**config.mk**
```make
export PLATFORM = sky130hd
export DESIGN_NAME = game_state_ctrl
export DESIGN_NICKNAME = d
export VERILOG_FILES = /design/src/rtl/game_pkg.sv /design/src/rtl/key_edge_sync.sv /design/src/rtl/game_state_ctrl.sv
export SDC_FILE = /design/constraint.sdc
export NUM_CORES = 1
export LEC_CHECK = 0
export CAP_MARGIN = 20
export CORE_ASPECT_RATIO = 1.25
export CORE_MARGIN = 2
export CORE_UTILIZATION = 28
export DETAILED_ROUTE_END_ITERATION = 12
export HOLD_SLACK_MARGIN = 0.05
export PLACE_DENSITY_LB_ADDON = 0.1
export RECOVER_POWER = 100
export SYNTH_ARGS = -nofsm -noshare
export SYNTH_HDL_FRONTEND = slang
export SYNTH_SLANG_ARGS = --single-unit
```
**constraint.sdc**
```tcl
create_clock -name clock -period 1.85 [get_ports clock]
set_input_delay 0.37 -clock clock [delete_from_list [all_inputs] [get_ports clock]]
set_output_delay 0.37 -clock clock [all_outputs]
set_load 0.02 [all_outputs]
```
**src/rtl/game_pkg.sv**
```systemverilog
// Shared definitions for the top-level game flow: screen state encoding and
// the one-hot flag decode also used by the renderer's screen selector.
package game_pkg;

  localparam int LIVES_W = 4;

  typedef enum logic [2:0] {
    GREETING  = 3'd0,
    PLAYING   = 3'd1,
    PAUSED    = 3'd2,
    LEVEL_UP  = 3'd3,
    GAME_OVER = 3'd4
  } game_state_e;

  typedef struct packed {
    logic greeting;
    logic playing;
    logic paused;
    logic level_up;
    logic game_over;
  } screen_flags_t;

  // Unknown encodings decode to the greeting screen so exactly one flag is
  // ever high, matching where the FSM itself recovers to.
  function automatic screen_flags_t decode_flags(input game_state_e s);
    screen_flags_t f;
    f = '0;
    case (s)
      PLAYING:   f.playing   = 1'b1;
      PAUSED:    f.paused    = 1'b1;
      LEVEL_UP:  f.level_up  = 1'b1;
      GAME_OVER: f.game_over = 1'b1;
      default:   f.greeting  = 1'b1;
    endcase
    return f;
  endfunction

endpackage

```
**src/rtl/key_edge_sync.sv**
```systemverilog
// Synchronises an active-low asynchronous board key and emits a one-cycle
// press pulse on each released->pressed transition.
module key_edge_sync (
  input  logic clock,
  input  logic resetn,
  input  logic key_n,
  output logic press
);

  logic s1_q, s2_q, s3_q;
  logic s1_d, s2_d, s3_d;

  always_comb begin
    s1_d = key_n;
    s2_d = s1_q;
    s3_d = s2_q;
  end

  // Reset to the released level so a key held through reset gives no press.
  always_ff @(posedge clock or negedge resetn) begin
    if (!resetn) begin
      s1_q <= 1'b1;
      s2_q <= 1'b1;
      s3_q <= 1'b1;
    end else begin
      s1_q <= s1_d;
      s2_q <= s2_d;
      s3_q <= s3_d;
    end
  end

  assign press = s3_q & ~s2_q;

endmodule

```
**src/rtl/game_state_ctrl.sv**
```systemverilog
// Top-level game flow FSM: greeting / playing / paused / level-up banner /
// game-over, with lives, level progression and win indication.
module game_state_ctrl
  import game_pkg::*;
#(
  parameter int NUM_LIVES       = 3,
  parameter int NUM_LEVELS      = 4,
  parameter int LEVEL_UP_CYCLES = 25000000
) (
  input  logic                clock,
  input  logic                resetn,
  input  logic                enable,
  input  logic                key_start,
  input  logic                key_pause,
  input  logic                collision,
  input  logic                level_done,
  output logic                f_greeting,
  output logic                f_playing,
  output logic                f_paused,
  output logic                f_level_up,
  output logic                f_game_over,
  output logic                win,
  output logic [LIVES_W-1:0]  lives,
  output logic [((NUM_LEVELS > 1) ? $clog2(NUM_LEVELS) : 1)-1:0] level,
  output logic                state_changed
);

  localparam int LEVEL_W = (NUM_LEVELS > 1) ? $clog2(NUM_LEVELS) : 1;
  localparam int CNT_W   = $clog2(LEVEL_UP_CYCLES);

  localparam logic [LIVES_W-1:0] LIVES_INIT = LIVES_W'(NUM_LIVES);
  localparam logic [LEVEL_W-1:0] LEVEL_LAST = LEVEL_W'(NUM_LEVELS - 1);
  localparam logic [CNT_W-1:0]   CNT_LAST   = CNT_W'(LEVEL_UP_CYCLES - 1);

  logic start_press, pause_press;

  key_edge_sync u_start_sync (
    .clock  (clock),
    .resetn (resetn),
    .key_n  (key_start),
    .press  (start_press)
  );

  key_edge_sync u_pause_sync (
    .clock  (clock),
    .resetn (resetn),
    .key_n  (key_pause),
    .press  (pause_press)
  );

  // Events are only acted on while enabled; anything arriving with
  // enable low is dropped, not deferred.
  logic start_ev, pause_ev, col_ev, done_ev;
  assign start_ev = enable & start_press;
  assign pause_ev = enable & pause_press;
  assign col_ev   = enable & collision;
  assign done_ev  = enable & level_done;

  game_state_e          state_q,   state_d;
  logic [LIVES_W-1:0]   lives_q,   lives_d;
  logic [LEVEL_W-1:0]   level_q,   level_d;
  logic [CNT_W-1:0]     cnt_q,     cnt_d;
  logic                 win_q,     win_d;
  logic                 changed_q, changed_d;
  screen_flags_t        flags_q,   flags_d;

  always_comb begin
    state_d = state_q;
    lives_d = lives_q;
    level_d = level_q;
    cnt_d   = cnt_q;
    win_d   = win_q;

    case (state_q)
      GREETING: begin
        if (start_ev) begin
          state_d = PLAYING;
          lives_d = LIVES_INIT;
          level_d = '0;
          win_d   = 1'b0;
        end
      end
      PLAYING: begin
        if (col_ev) begin
          if (lives_q > LIVES_W'(1)) begin
            lives_d = lives_q - LIVES_W'(1);
          end else begin
            lives_d = '0;
            win_d   = 1'b0;
            state_d = GAME_OVER;
          end
        end else if (done_ev) begin
          if (level_q == LEVEL_LAST) begin
            state_d = GAME_OVER;
            win_d   = 1'b1;
          end else begin
            state_d = LEVEL_UP;
            cnt_d   = '0;
          end
        end else if (pause_ev) begin
          state_d = PAUSED;
        end
      end
      PAUSED: begin
        if (pause_ev) state_d = PLAYING;
      end
      LEVEL_UP: begin
        // Banner lasts exactly LEVEL_UP_CYCLES enabled cycles, count 0..LAST.
        if (enable) begin
          if (cnt_q == CNT_LAST) begin
            state_d = PLAYING;
            level_d = level_q + LEVEL_W'(1);
            cnt_d   = '0;
          end else begin
            cnt_d = cnt_q + CNT_W'(1);
          end
        end
      end
      GAME_OVER: begin
        if (start_ev) state_d = GREETING;
      end
      default: state_d = GREETING;
    endcase

    flags_d   = decode_flags(state_d);
    changed_d = (state_d != state_q);
  end

  always_ff @(posedge clock or negedge resetn) begin
    if (!resetn) begin
      state_q   <= GREETING;
      lives_q   <= '0;
      level_q   <= '0;
      cnt_q     <= '0;
      win_q     <= 1'b0;
      changed_q <= 1'b0;
      flags_q   <= decode_flags(GREETING);
    end else begin
      state_q   <= state_d;
      lives_q   <= lives_d;
      level_q   <= level_d;
      cnt_q     <= cnt_d;
      win_q     <= win_d;
      changed_q <= changed_d;
      flags_q   <= flags_d;
    end
  end

  assign f_greeting    = flags_q.greeting;
  assign f_playing     = flags_q.playing;
  assign f_paused      = flags_q.paused;
  assign f_level_up    = flags_q.level_up;
  assign f_game_over   = flags_q.game_over;
  assign win           = win_q;
  assign lives         = lives_q;
  assign level         = level_q;
  assign state_changed = changed_q;

endmodule

```
==> results.md, run 1 <==
- Most frequent cells in the layout: 69 x buf_4, 37 x dfrtp_1, 28 x nor2_1, 19 x nand2_1, 14 x o21ai_1
- RSZ-0062 raised after global routing: true
- Die Wd: 88.6 um
- WS Path Type: flop to flop
- Final setup viols: 22
- Worst Setup Start Kind: flop
- Post-Synth Adder-Cell Area: 2.00%
- Clk slew on worst S/H paths: 0.11 ns
- Via density per instance: 4.77
- Maximum vdd drop: 0.430 mV
- Synth Register Bits: 47
- Worst-margin pin slew: 1.23 ns
- PortBufs: 19
- Pleak: 1.64 nW
- Worst hold path type: flop to flop
- Avg WL per Cell: 14.1 um
- Clock root buffer: clkbuf_8
- Cell depth of the worst hold path: 0
- Met2 WL: 3480 um
- Sequential area share after synthesis: 47.3%
- Detailed placement HPWL: 4760 um
- Critical R2R Launch: cnt_q[6]$_DFFE_PN0P_
- CTS buffer count: 5
- Synth Instances: 260
- Fin Clk Skew: 0.0169 ns
- Combinational share of power: 48.9%
- Initial core utilization: 28.8%
- Layout area overhead: 49.7%
- EDFF count, synth: 0
- Core footprint: 8700 sq um
- Met3 WL post-DR: 155 um
- Slew Viols, Final: 0
- Reg-to-reg slack, setup: -0.13 ns
- CTS tree: yes
- FFs w/ async S/R, synth: 100%
- # IOs: 20
- Worst Setup End Kind: flop
- Via count: 2292
- Mux contribution to synthesized area: 0.400%
- Setup_tns: -1.36 ns
- YS warnings: 0
- Placer congestion estimate: 0.822
- Outcome: complete, but fails checks
- Tcrit/Tclk final: 107%
- Fraction of synthesized cell area in xor and xnor cells: 3.85%
- Main combinational cell family by area after synthesis: simple AND/OR/NAND/NOR gates
- Distinct cells, synth: 62
- Max_slew headroom: 17.7%
- Die H: 110 um
- Crit-path max FO: 6
- Period minus WS final: 1.98 ns
- Top cell type by total area after synthesis: dfrtp_1
- Rows: 38
- Most used flip-flop cell after synthesis: dfrtp_1
- Hold slack: 0.369 ns
- Final ANT Viol Nets: 0
- Pwr dens: 1100 nW/um^2
- Iteration count of the initial detailed-routing pass: 4
- Post-synth top area share: 40.0%
- Syn_nets: 271
- CTS sink count: 47
- Largest net degree at the start of global routing: 48
- Number of hold violations in the final report: 0
- Synthesized area per cell: 9.63 sq um
- Cell Area, Synth: 2500 sq um
- Met1 Wirelength: 3050 um
- Share of cells above drive strength 1: 38.5%
- Die footprint: 9720 sq um
- Fin cells: 481
- Total GRT Usage: 14.9%
- Dominant cells by area after synthesis: dfrtp_1 40%, dfstp_2 7.3%, nor2_1 4.8%
- Worst setup margin: -0.129 ns
- Synth Area in Compound Gates: 17.2%
- # diodes: 0
- Worst path required time: 2.05 ns
- Simple-gate area share of the yosys netlist: 25.7%
- Violated checks: negative setup slack
- Antenna violations before repair: 0
- Crit path DAT: 2.18 ns
- Total wire length: 6790 um
- Setup crit end: cnt_q[13]$_DFFE_PN0P_
- Max Fclk: 0.505 GHz
- Skew-Pair Late Insertion Delay: 0.31 ns
- Commonest non-fill, non-tap cell in the layout: buf_4
- Nets@finish: 371
- Placed insts: 463
- Sw Ratio: 37.5%
- Vias in the first global route: 2357
- R2r endpoint: cnt_q[13]$_DFFE_PN0P_
- Reg2Reg Depth: 9
- Top metal layer carrying routed signals: met4
- GR Overflow Total: 0
- Clk pwr share: 19.7%
- Internal: 2.57 mW
- Seq pwr share: 31.4%
- Crit path from: cnt_q[6]$_DFFE_PN0P_
- CTS H-tree depth: 2
- DRT iter0 DRCs: 59
- Drt drc: 0
- Net Sw Power: 1.54 mW
- Clock buffer depth: 2
- First-pass GRT wire length: 11200 um
- Max capacitance violation total: 0
==> synthesized netlist by cell type (2+ instances only) <==
| cell type | n |
|---|---|
| inv_1 | 8 |
| nor4_1 | 3 |
| a21oi_1 | 9 |
| nor3_1 | 9 |
| nor2_1 | 32 |
| xor2_1 | 3 |
| nand2b_1 | 3 |
| o31ai_1 | 10 |
| nor3_2 | 3 |
| nand4b_1 | 2 |
| dfstp_2 | 7 |
| o21ai_1 | 11 |
| o21ai_0 | 12 |
| a31oi_1 | 6 |
| dfrtp_1 | 40 |
| nor2b_1 | 4 |
| and2_1 | 4 |
| ha_1 | 4 |
| nand4_1 | 4 |
| nand2_1 | 20 |
| or3_1 | 2 |
| xnor2_1 | 8 |
| o41ai_1 | 2 |
| nand3_1 | 9 |
| and4_1 | 3 |
| clkbuf_1 | 4 |
| buf_4 | 3 |
==> power groups by stage <==
| stage | clock network, mW | registers [mW] | logic (mW) |
|---|---|---|---|
| finish | 0.811 | 1.29 | 2.01 |
| global route | 0.877 | 1.31 | 2.21 |
| CTS | 0.838 | 1.28 | 1.96 |
| global placement | 0 | 1.29 | 1.79 |
| floorplan | 0 | 1.40 | 0.768 |
| detailed placement | 0 | 1.29 | 1.78 |
==> critical path, cell delays in order, from the launching register on <==
cell	delay (ns)
dfrtp_1	0.38
nor4_1	0.28
buf_4	0.16
nand4b_1	0.21
o31ai_4	0.28
buf_6	0.16
buf_4	0.13
a41oi_1	0.04
o21ai_1	0.15
o31ai_1	0.08
==> worst min-delay path by stage <==
stage / from / to / slack, ns
floorplan: resetn / cnt_q[0]$_DFFE_PN0P_ / 0.07
global placement: u_start_sync.s1_q$_DFF_PN1_ / u_start_sync.s2_q$_DFF_PN1_ / 0.35
detailed placement: u_start_sync.s1_q$_DFF_PN1_ / u_start_sync.s2_q$_DFF_PN1_ / 0.35
CTS: u_start_sync.s1_q$_DFF_PN1_ / u_start_sync.s2_q$_DFF_PN1_ / 0.37
global route: u_start_sync.s1_q$_DFF_PN1_ / u_start_sync.s2_q$_DFF_PN1_ / 0.37
finish: u_start_sync.s1_q$_DFF_PN1_ / u_start_sync.s2_q$_DFF_PN1_ / 0.37
==> metrics by stage <==
stage | util, % | worst slack, ns | cell area (sq um) | power, mW
6_report | 43.1 | -0.129 | 3750 | 4.11
5_1_grt | 43.1 | -0.276 | 3750 | 4.40
4_1_cts | 41.9 | -0.161 | 3640 | 4.08
3_5_place_dp | 38.8 | -0.418 | 3380 | 3.07
3_3_place_gp | 38.8 | -0.464 | 3380 | 3.08
2_1_floorplan | - | 0.00743 | 2510 | 2.17
==> logic make-up (layout without fill, tap and decap cells) <==
| logic type | Yosys count | count (layout) |
|---|---|---|
| AOI/OAI and AO/OA | 65 | 65 |
| muxes | 1 | 1 |
| DFF | 47 | 47 |
| adders and majority gates | 4 | 4 |
| xor gates and xnor gates | 11 | 11 |
| buffers and inverters | 18 | 118 |
| and+or+nand+nor | 114 | 115 |
==> per-layer routing <==
layer,track usage (%),vias to the layer above
met3,2.40,11
met2,27.1,30
met1,17.9,1104
met5,0,-
li1,-,1147
met4,4.22,0
==> flip-flops by register name, summed over array words and instances (netlist names), 2 cells and up <==
register	count
state_q	3
lives	4
cnt_q	25
level	2
==> final cells by class <==
class / count / area (sq um)
Timing Repair Buffer: 101 / 811
Tap cell: 120 / 150
Multi-Input combinational cell: 196 / 1450
Clock inverter: 3 / 46.3
Fill cell: 867 / 4950
Inverter: 9 / 33.8
Sequential cell: 47 / 1190
Clock buffer: 5 / 68.8
==> what timing repair did <==
action	CTS	global route
hold endpoints to repair	32	0
cloned	1	0
setup buffers	2	6
hold buffers	1	0
resized for setup	29	27
pin swaps	17	13
setup endpoints to repair	28	42
Note: power is estimated with default switching activity, not from simulation.
==> run 2, diff against run 1 <==
- CORE_UTILIZATION: 28 -> 52
==> results.md, run 2 (synthesis results as in run 1) <==
- Final instance area: 3600 sq um (was 3750 sq um)
- Period minus WS final: 1.97 ns (was 1.98 ns)
- Nets@finish: 362 (was 371)
- Max capacitance violation total: 0 (unchanged)
- Placed insts: 386 (was 463)
- Fin cells: 412 (was 481)
- # diodes: 0 (unchanged)
- Antenna violations before repair: 0 (unchanged)
- Worst path required time: 2.04 ns (was 2.05 ns)
- Min-Delay Endpoint: u_start_sync.s2_q$_DFF_PN1_ (unchanged)
- Total wire length: 7070 um (was 6790 um)
- Met2 WL: 3780 um (was 3480 um)
- CTS sink count: 47 (unchanged)
- Placement Cell Area: 3140 sq um (was 3380 sq um)
- Worst setup margin: -0.123 ns (was -0.129 ns)
- Met1 Wirelength: 2750 um (was 3050 um)
- Initial core utilization: 53.3% (was 28.8%)
- Total GRT Usage: 26.7% (was 14.9%)
- # IOs: 20 (unchanged)
- R2r endpoint: cnt_q[21]$_DFFE_PN0P_ (was cnt_q[13]$_DFFE_PN0P_)
- Detailed placement HPWL: 4580 um (was 4760 um)
- CTS buffer count: 5 (unchanged)
- Max Fclk: 0.507 GHz (was 0.505 GHz)
- Worst hold path type: flop to flop (unchanged)
- Crit-path max FO: 3 (was 6)
- Vias in the first global route: 2292 (was 2357)
- CTS tree: yes (unchanged)
- Rows: 28 (was 38)
- Pleak: 1.63 nW (was 1.64 nW)
- Via count: 2352 (was 2292)
- PortBufs: 19 (unchanged)
- Clock buffer depth: 2 (unchanged)
- CTS H-tree depth: 2 (unchanged)
- Max_slew headroom: 63.4% (was 17.7%)
- FILL cells: 322 (was 867)
- Clk slew on worst S/H paths: 0.08 ns (was 0.11 ns)
- Commonest non-fill, non-tap cell in the layout: buf_4 (unchanged)
- Tcrit/Tclk final: 107% (about the same)
- Cell depth of the worst hold path: 0 (unchanged)
- Met3 WL post-DR: 246 um (was 155 um)
- Area of the multi-input gates: 1450 sq um (about the same)
- Reg2Reg Depth: 8 (was 9)
- Crit path DAT: 2.16 ns (was 2.18 ns)
- Iteration count of the initial detailed-routing pass: 4 (unchanged)
- Number of hold violations in the final report: 0 (unchanged)
- Core footprint: 4690 sq um (was 8700 sq um)
- Via density per instance: 5.71 (was 4.77)
- Drt drc: 0 (unchanged)
- Die H: 81.6 um (was 110 um)
- Biggest register: cnt_q (unchanged)
- Layout area overhead: 44.0% (was 49.7%)
- Avg WL per Cell: 17.2 um (was 14.1 um)
- Pwr dens: 1110 nW/um^2 (was 1100 nW/um^2)
- Final ANT Viol Nets: 0 (unchanged)
- Worst-margin pin slew: 0.549 ns (was 1.23 ns)
- DRT iter0 DRCs: 193 (was 59)
- Maximum vdd drop: 0.647 mV (was 0.430 mV)
- WS Path Type: flop to flop (unchanged)
- Fin Clk Skew: 0.00759 ns (was 0.0169 ns)
- Worst Setup Start Kind: flop (unchanged)
- Outcome: complete, but fails checks (unchanged)
- Reg-to-reg slack, setup: -0.12 ns (was -0.13 ns)
- Most frequent cells in the layout: 60 x buf_4, 37 x dfrtp_1, 29 x nor2_1, 19 x nand2_1, 13 x o21ai_1 (was 69 x buf_4, 37 x dfrtp_1, 28 x nor2_1, 19 x nand2_1, 14 x o21ai_1)
- Die Wd: 66.1 um (was 88.6 um)
- Critical R2R Launch: level[1]$_DFFE_PN0P_ (was cnt_q[6]$_DFFE_PN0P_)
- First-pass GRT wire length: 10900 um (was 11200 um)
- Skew-Pair Late Insertion Delay: 0.30 ns (was 0.31 ns)
- GR Overflow Total: 0 (unchanged)
- Placer congestion estimate: 0.875 (was 0.822)
- Top metal layer carrying routed signals: met4 (unchanged)
- Final setup viols: 24 (was 22)
- Largest register FFs: 25 (unchanged)
- Slew Viols, Final: 0 (unchanged)
- Share of cells above drive strength 1: 36.4% (was 38.5%)
- Violated checks: negative setup slack (unchanged)
- Clock root buffer: clkbuf_8 (unchanged)
- Hold Startpoint: u_start_sync.s1_q$_DFF_PN1_ (unchanged)
- Worst Setup End Kind: flop (unchanged)
- Largest net degree at the start of global routing: 24 (was 48)
- Register area: 1190 sq um (unchanged)
- Die footprint: 5390 sq um (was 9720 sq um)
- RSZ-0062 raised after global routing: true (unchanged)
[run 2: changes by cell type in the layout (fill, tap and decap cells not counted), sizes merged]
cell,delta
bufinv,+1
buf,-12
inv,-1
clkinvlp,-1
dlymetal6s2s,+1
dlygate4sd3,+1
dlygate4sd2,+2
[run 2: timing repair]
action                                  in CTS  in global routing
gates resized for setup                     28                 30
setup buffers                                6                  9
pin swaps                                    6                 23
hold buffers                                 1                  0
endpoints found under the setup margin      32                 40
cloned                                       2                  0
hold endpoints to repair                     5                  0
[run 2: critical path: stages (launching register included)]
cell and delay (ns):
dfrtp_2 0.44, ha_4 0.18, nor3b_2 0.23, buf_4 0.15, nor2_2 0.03, or3_4 0.43
nor3_4 0.20, xnor2_1 0.14, nor2_1 0.06
[run 2: power breakdown]
part	internal (mW)	leakage (nW)	total, mW	switching, mW
Combinational	0.818	0.965	1.81	0.992
Sequential	1.18	0.595	1.31	0.130
Clock	0.540	0.0654	0.883	0.343
[run 2: how the worst max path moves through the flow]
stage                    startpoint               endpoint  slack, ns  depth (start not counted)
6_report       level[1]$_DFFE_PN0P_  cnt_q[21]$_DFFE_PN0P_      -0.12                          8
3_5_place_dp              collision   f_level_up$_DFF_PN0_      -0.45                          7
5_1_grt        cnt_q[6]$_DFFE_PN0P_   cnt_q[5]$_DFFE_PN0P_      -0.22                          7
2_1_floorplan  level[0]$_DFFE_PN0P_  cnt_q[14]$_DFFE_PN0P_      0.007                          7
4_1_cts        cnt_q[6]$_DFFE_PN0P_  cnt_q[12]$_DFFE_PN0P_      -0.07                          7
3_3_place_gp              collision    f_playing$_DFF_PN0_      -0.37                          7
[run 2: layout make-up]
cell class	instances	share of cell area, %
Clock buffer	6	2.01
Sequential cell	47	33.0
Multi-Input combinational cell	196	40.1
Inverter	9	0.937
Clock inverter	2	1.67
Tap cell	60	2.08
Timing Repair Buffer	92	20.2
[run 2: metrics by stage]
stage	util, %	setup TNS, ns	setup WS [ns]	power, mW	hold WS (ns)
floorplan	-	0	0.00743	2.17	0.0744
global placement	66.8	-10.40	-0.366	2.74	0.237
detailed placement	66.8	-11.79	-0.446	2.78	0.240
CTS	73.6	-0.395	-0.0692	3.89	0.360
global route	76.8	-4.43	-0.223	4.22	0.368
finish	76.8	-1.03	-0.123	4.01	0.365
[run 2: metal layers]
| metal | vias to the layer above | GRT usage, % |
|---|---|---|
| met5 | - | 0 |
| met4 | 0 | 11.2 |
| met3 | 26 | 4.52 |
| met2 | 61 | 48.8 |
| met1 | 1144 | 30.7 |
| li1 | 1121 | - |
==> run 3, diff against run 2 <==
==> constraint.sdc (replaced) <==
create_clock -name clock -period 1.85 [get_ports clock]
set_input_delay 0.555 -clock clock [delete_from_list [all_inputs] [get_ports clock]]
set_output_delay 0.555 -clock clock [all_outputs]
set_load 0.02 [all_outputs]
==> results.md, run 3 (synthesis results as in run 1) <==
- Outcome: complete, but fails checks (unchanged)
- Violated checks: negative setup slack (unchanged)
- Biggest register: cnt_q (unchanged)
- Most frequent cells in the layout: 59 x buf_4, 38 x dfrtp_1, 25 x nor2_1, 19 x nand2_1, 13 x o21ai_1 (was 60 x buf_4, 37 x dfrtp_1, 29 x nor2_1, 19 x nand2_1, 13 x o21ai_1)
- Via count: 2374 (was 2352)
- Crit path from: cnt_q[6]$_DFFE_PN0P_ (was level[1]$_DFFE_PN0P_)
- Maximum vdd drop: 0.632 mV (was 0.647 mV)
- Final ANT Viol Nets: 0 (unchanged)
- Crit path DAT: 2.16 ns (about the same)
- Reg-to-reg slack, setup: -0.14 ns (was -0.12 ns)
- Reg2Reg Depth: 8 (unchanged)
- Internal: 2.48 mW (was 2.54 mW)
- Total GRT Usage: 25.9% (was 26.7%)
- Largest register FFs: 25 (unchanged)
- Setup crit end: cnt_q[15]$_DFFE_PN0P_ (was cnt_q[21]$_DFFE_PN0P_)
- Share of cells above drive strength 1: 38.9% (was 36.4%)
- Cts hold-fix bufs: 0 (was 1)
- Placer congestion estimate: 0.814 (was 0.875)
- Clk pwr share: 18.8% (was 22.1%)
- Skew-Pair Late Insertion Delay: 0.30 ns (about the same)
- RSZ-0062 raised after global routing: true (unchanged)
- Die footprint: 5390 sq um (unchanged)
- Net Sw Power: 1.53 mW (was 1.47 mW)
- Seq pwr share: 31.9% (was 32.7%)
- Nets@finish: 365 (was 362)
- Iteration count of the initial detailed-routing pass: 4 (unchanged)
- First-pass GRT wire length: 10600 um (was 10900 um)
- DRT iter0 DRCs: 130 (was 193)
- Die Wd: 66.1 um (unchanged)
- Met2 WL: 3720 um (was 3780 um)
- Sw Ratio: 38.1% (was 36.6%)
- Pwr dens: 1110 nW/um^2 (about the same)
- GR Overflow Total: 0 (unchanged)
- CTS H-tree depth: 2 (unchanged)
- Worst setup margin: -0.136 ns (was -0.123 ns)
- Core footprint: 4690 sq um (unchanged)
- Critical R2R Launch: cnt_q[6]$_DFFE_PN0P_ (was level[1]$_DFFE_PN0P_)
- Rows: 28 (unchanged)
- CTS sink count: 47 (unchanged)
- Worst Setup End Kind: flop (unchanged)
- Max capacitance violation total: 0 (unchanged)
- Largest net degree at the start of global routing: 23 (was 24)
- Fin Clk Skew: 0.00744 ns (was 0.00759 ns)
- Cell Chain, Critical Path: nor4_4 -> nand4b_1 -> o31ai_4 -> buf_4 -> buf_6 -> a31oi_1 -> o21ai_1 -> o31ai_1 (was ha_4 -> nor3b_2 -> buf_4 -> nor2_2 -> or3_4 -> nor3_4 -> xnor2_1 -> nor2_1)
- FILL cells: 325 (was 322)
- PortBufs: 19 (unchanged)
- Vias in the first global route: 2287 (was 2292)
- Clk slew on worst S/H paths: 0.09 ns (was 0.08 ns)
- Clock buffer depth: 2 (unchanged)
- CTS buffer count: 5 (unchanged)
- Die H: 81.6 um (unchanged)
- Worst-margin pin slew: 1.14 ns (was 0.549 ns)
- Via density per instance: 5.72 (was 5.71)
- Pleak: 1.58 nW (was 1.63 nW)
- Max_slew headroom: 24.0% (was 63.4%)
- Crit-path max FO: 6 (was 3)
- R2r endpoint: cnt_q[15]$_DFFE_PN0P_ (was cnt_q[21]$_DFFE_PN0P_)
- CTS tree: yes (unchanged)
- Top metal layer carrying routed signals: met4 (unchanged)
- Drt drc: 0 (unchanged)
- Worst Setup Start Kind: flop (unchanged)
- Max Fclk: 0.504 GHz (was 0.507 GHz)
- Final setup viols: 22 (was 24)
- Slew Viols, Final: 0 (unchanged)
- Detailed placement HPWL: 4380 um (was 4580 um)
- Max stage delay on crit path: 0.43 ns (was 0.44 ns)
- Number of hold violations in the final report: 0 (unchanged)
- Tcrit/Tclk final: 107% (about the same)
- Met1 Wirelength: 2630 um (was 2750 um)
- # diodes: 0 (unchanged)
- WS Path Type: flop to flop (unchanged)
- Total wire length: 6770 um (was 7070 um)
- Commonest non-fill, non-tap cell in the layout: buf_4 (unchanged)
- Avg WL per Cell: 16.3 um (was 17.2 um)
- Met3 WL post-DR: 239 um (was 246 um)
- Layout area overhead: 44.3% (was 44.0%)
- Clock root buffer: clkbuf_8 (unchanged)
- Combinational share of power: 49.3% (was 45.2%)
- CP max stage cell: dfrtp_1 (was dfrtp_2)
- Period minus WS final: 1.99 ns (was 1.97 ns)
- Worst path required time: 2.03 ns (was 2.04 ns)
- Tot Pwr: 4.01 mW (about the same)
- # IOs: 20 (unchanged)
- Worst hold path type: flop to flop (unchanged)
- Setup_tns: -1.07 ns (was -1.03 ns)
- Initial core utilization: 53.3% (unchanged)
- Antenna violations before repair: 0 (unchanged)
## run 3: cell types whose count changed in the layout (fill, tap and decap cells not counted), sizes merged
cell / delta
buf: +5
bufinv: -1
clkbuf: -2
clkinv: +2
dlygate4sd2: +7
dlygate4sd3: -8
dlymetal6s2s: -1
or2: +1
## run 3: critical path: cells and delay by family (launching register included)
family          cells  cell delay (ns)
compound gates      4             0.58
simple gates        2             0.56
flops               1             0.43
buf+inv             2             0.29
## run 3: how the worst min path moves through the flow
stage	startpoint	end	slack [ns]	cells past startpoint
floorplan	resetn	cnt_q[0]$_DFFE_PN0P_	0.26	0
global placement	u_pause_sync.s1_q$_DFF_PN1_	u_pause_sync.s2_q$_DFF_PN1_	0.35	0
detailed placement	u_pause_sync.s1_q$_DFF_PN1_	u_pause_sync.s2_q$_DFF_PN1_	0.35	0
CTS	resetn	cnt_q[21]$_DFFE_PN0P_	0.21	1
global route	u_start_sync.s1_q$_DFF_PN1_	u_start_sync.s2_q$_DFF_PN1_	0.37	0
finish	u_start_sync.s1_q$_DFF_PN1_	u_start_sync.s2_q$_DFF_PN1_	0.37	0
## run 3: final cells by class
class | count | area [sq um] | share of cell area (%)
Clock buffer | 5 | 68.8 | 1.91
Clock inverter | 3 | 43.8 | 1.21
Inverter | 9 | 33.8 | 0.935
Multi-Input combinational cell | 197 | 1450 | 40.2
Sequential cell | 47 | 1190 | 32.9
Tap cell | 60 | 75.1 | 2.08
Timing Repair Buffer | 94 | 752 | 20.8
## run 3: per-stage QoR
stage	cells	util, %	area [sq um]	hold WS (ns)	worst slack, ns
final	415	76.9	3610	0.368	-0.136
after global routing	415	76.9	3610	0.373	-0.198
after CTS	409	74.0	3470	0.205	-0.0914
after detailed placement	390	67.5	3170	0.351	-0.593
after global placement	390	67.5	3170	0.346	-0.618
after floorplan	260	-	2510	0.259	0.00743
## run 3: routing by layer
| layer | up-vias | global-route usage (%) |
|---|---|---|
| li1 | 1137 | - |
| met1 | 1149 | 29.3 |
| met2 | 68 | 49.1 |
| met3 | 20 | 3.84 |
| met4 | 0 | 8.98 |
| met5 | - | 0 |
## run 3: what timing repair did
action                                  4_1_cts  5_1_grt
endpoints found under the setup margin       46       39
buffers inserted                              9        5
pin swaps                                    20       21
gates resized for setup                      43       35
gates cloned                                  2        1
## run 3: power by group through the flow
stage / sequential [mW] / clock, mW / combinational [mW]
4_1_cts: 1.28 / 0.771 / 1.79
6_report: 1.28 / 0.755 / 1.98
5_1_grt: 1.30 / 0.813 / 2.13
2_1_floorplan: 1.40 / 0 / 0.768
3_5_place_dp: 1.29 / 0 / 1.50
3_3_place_gp: 1.28 / 0 / 1.48
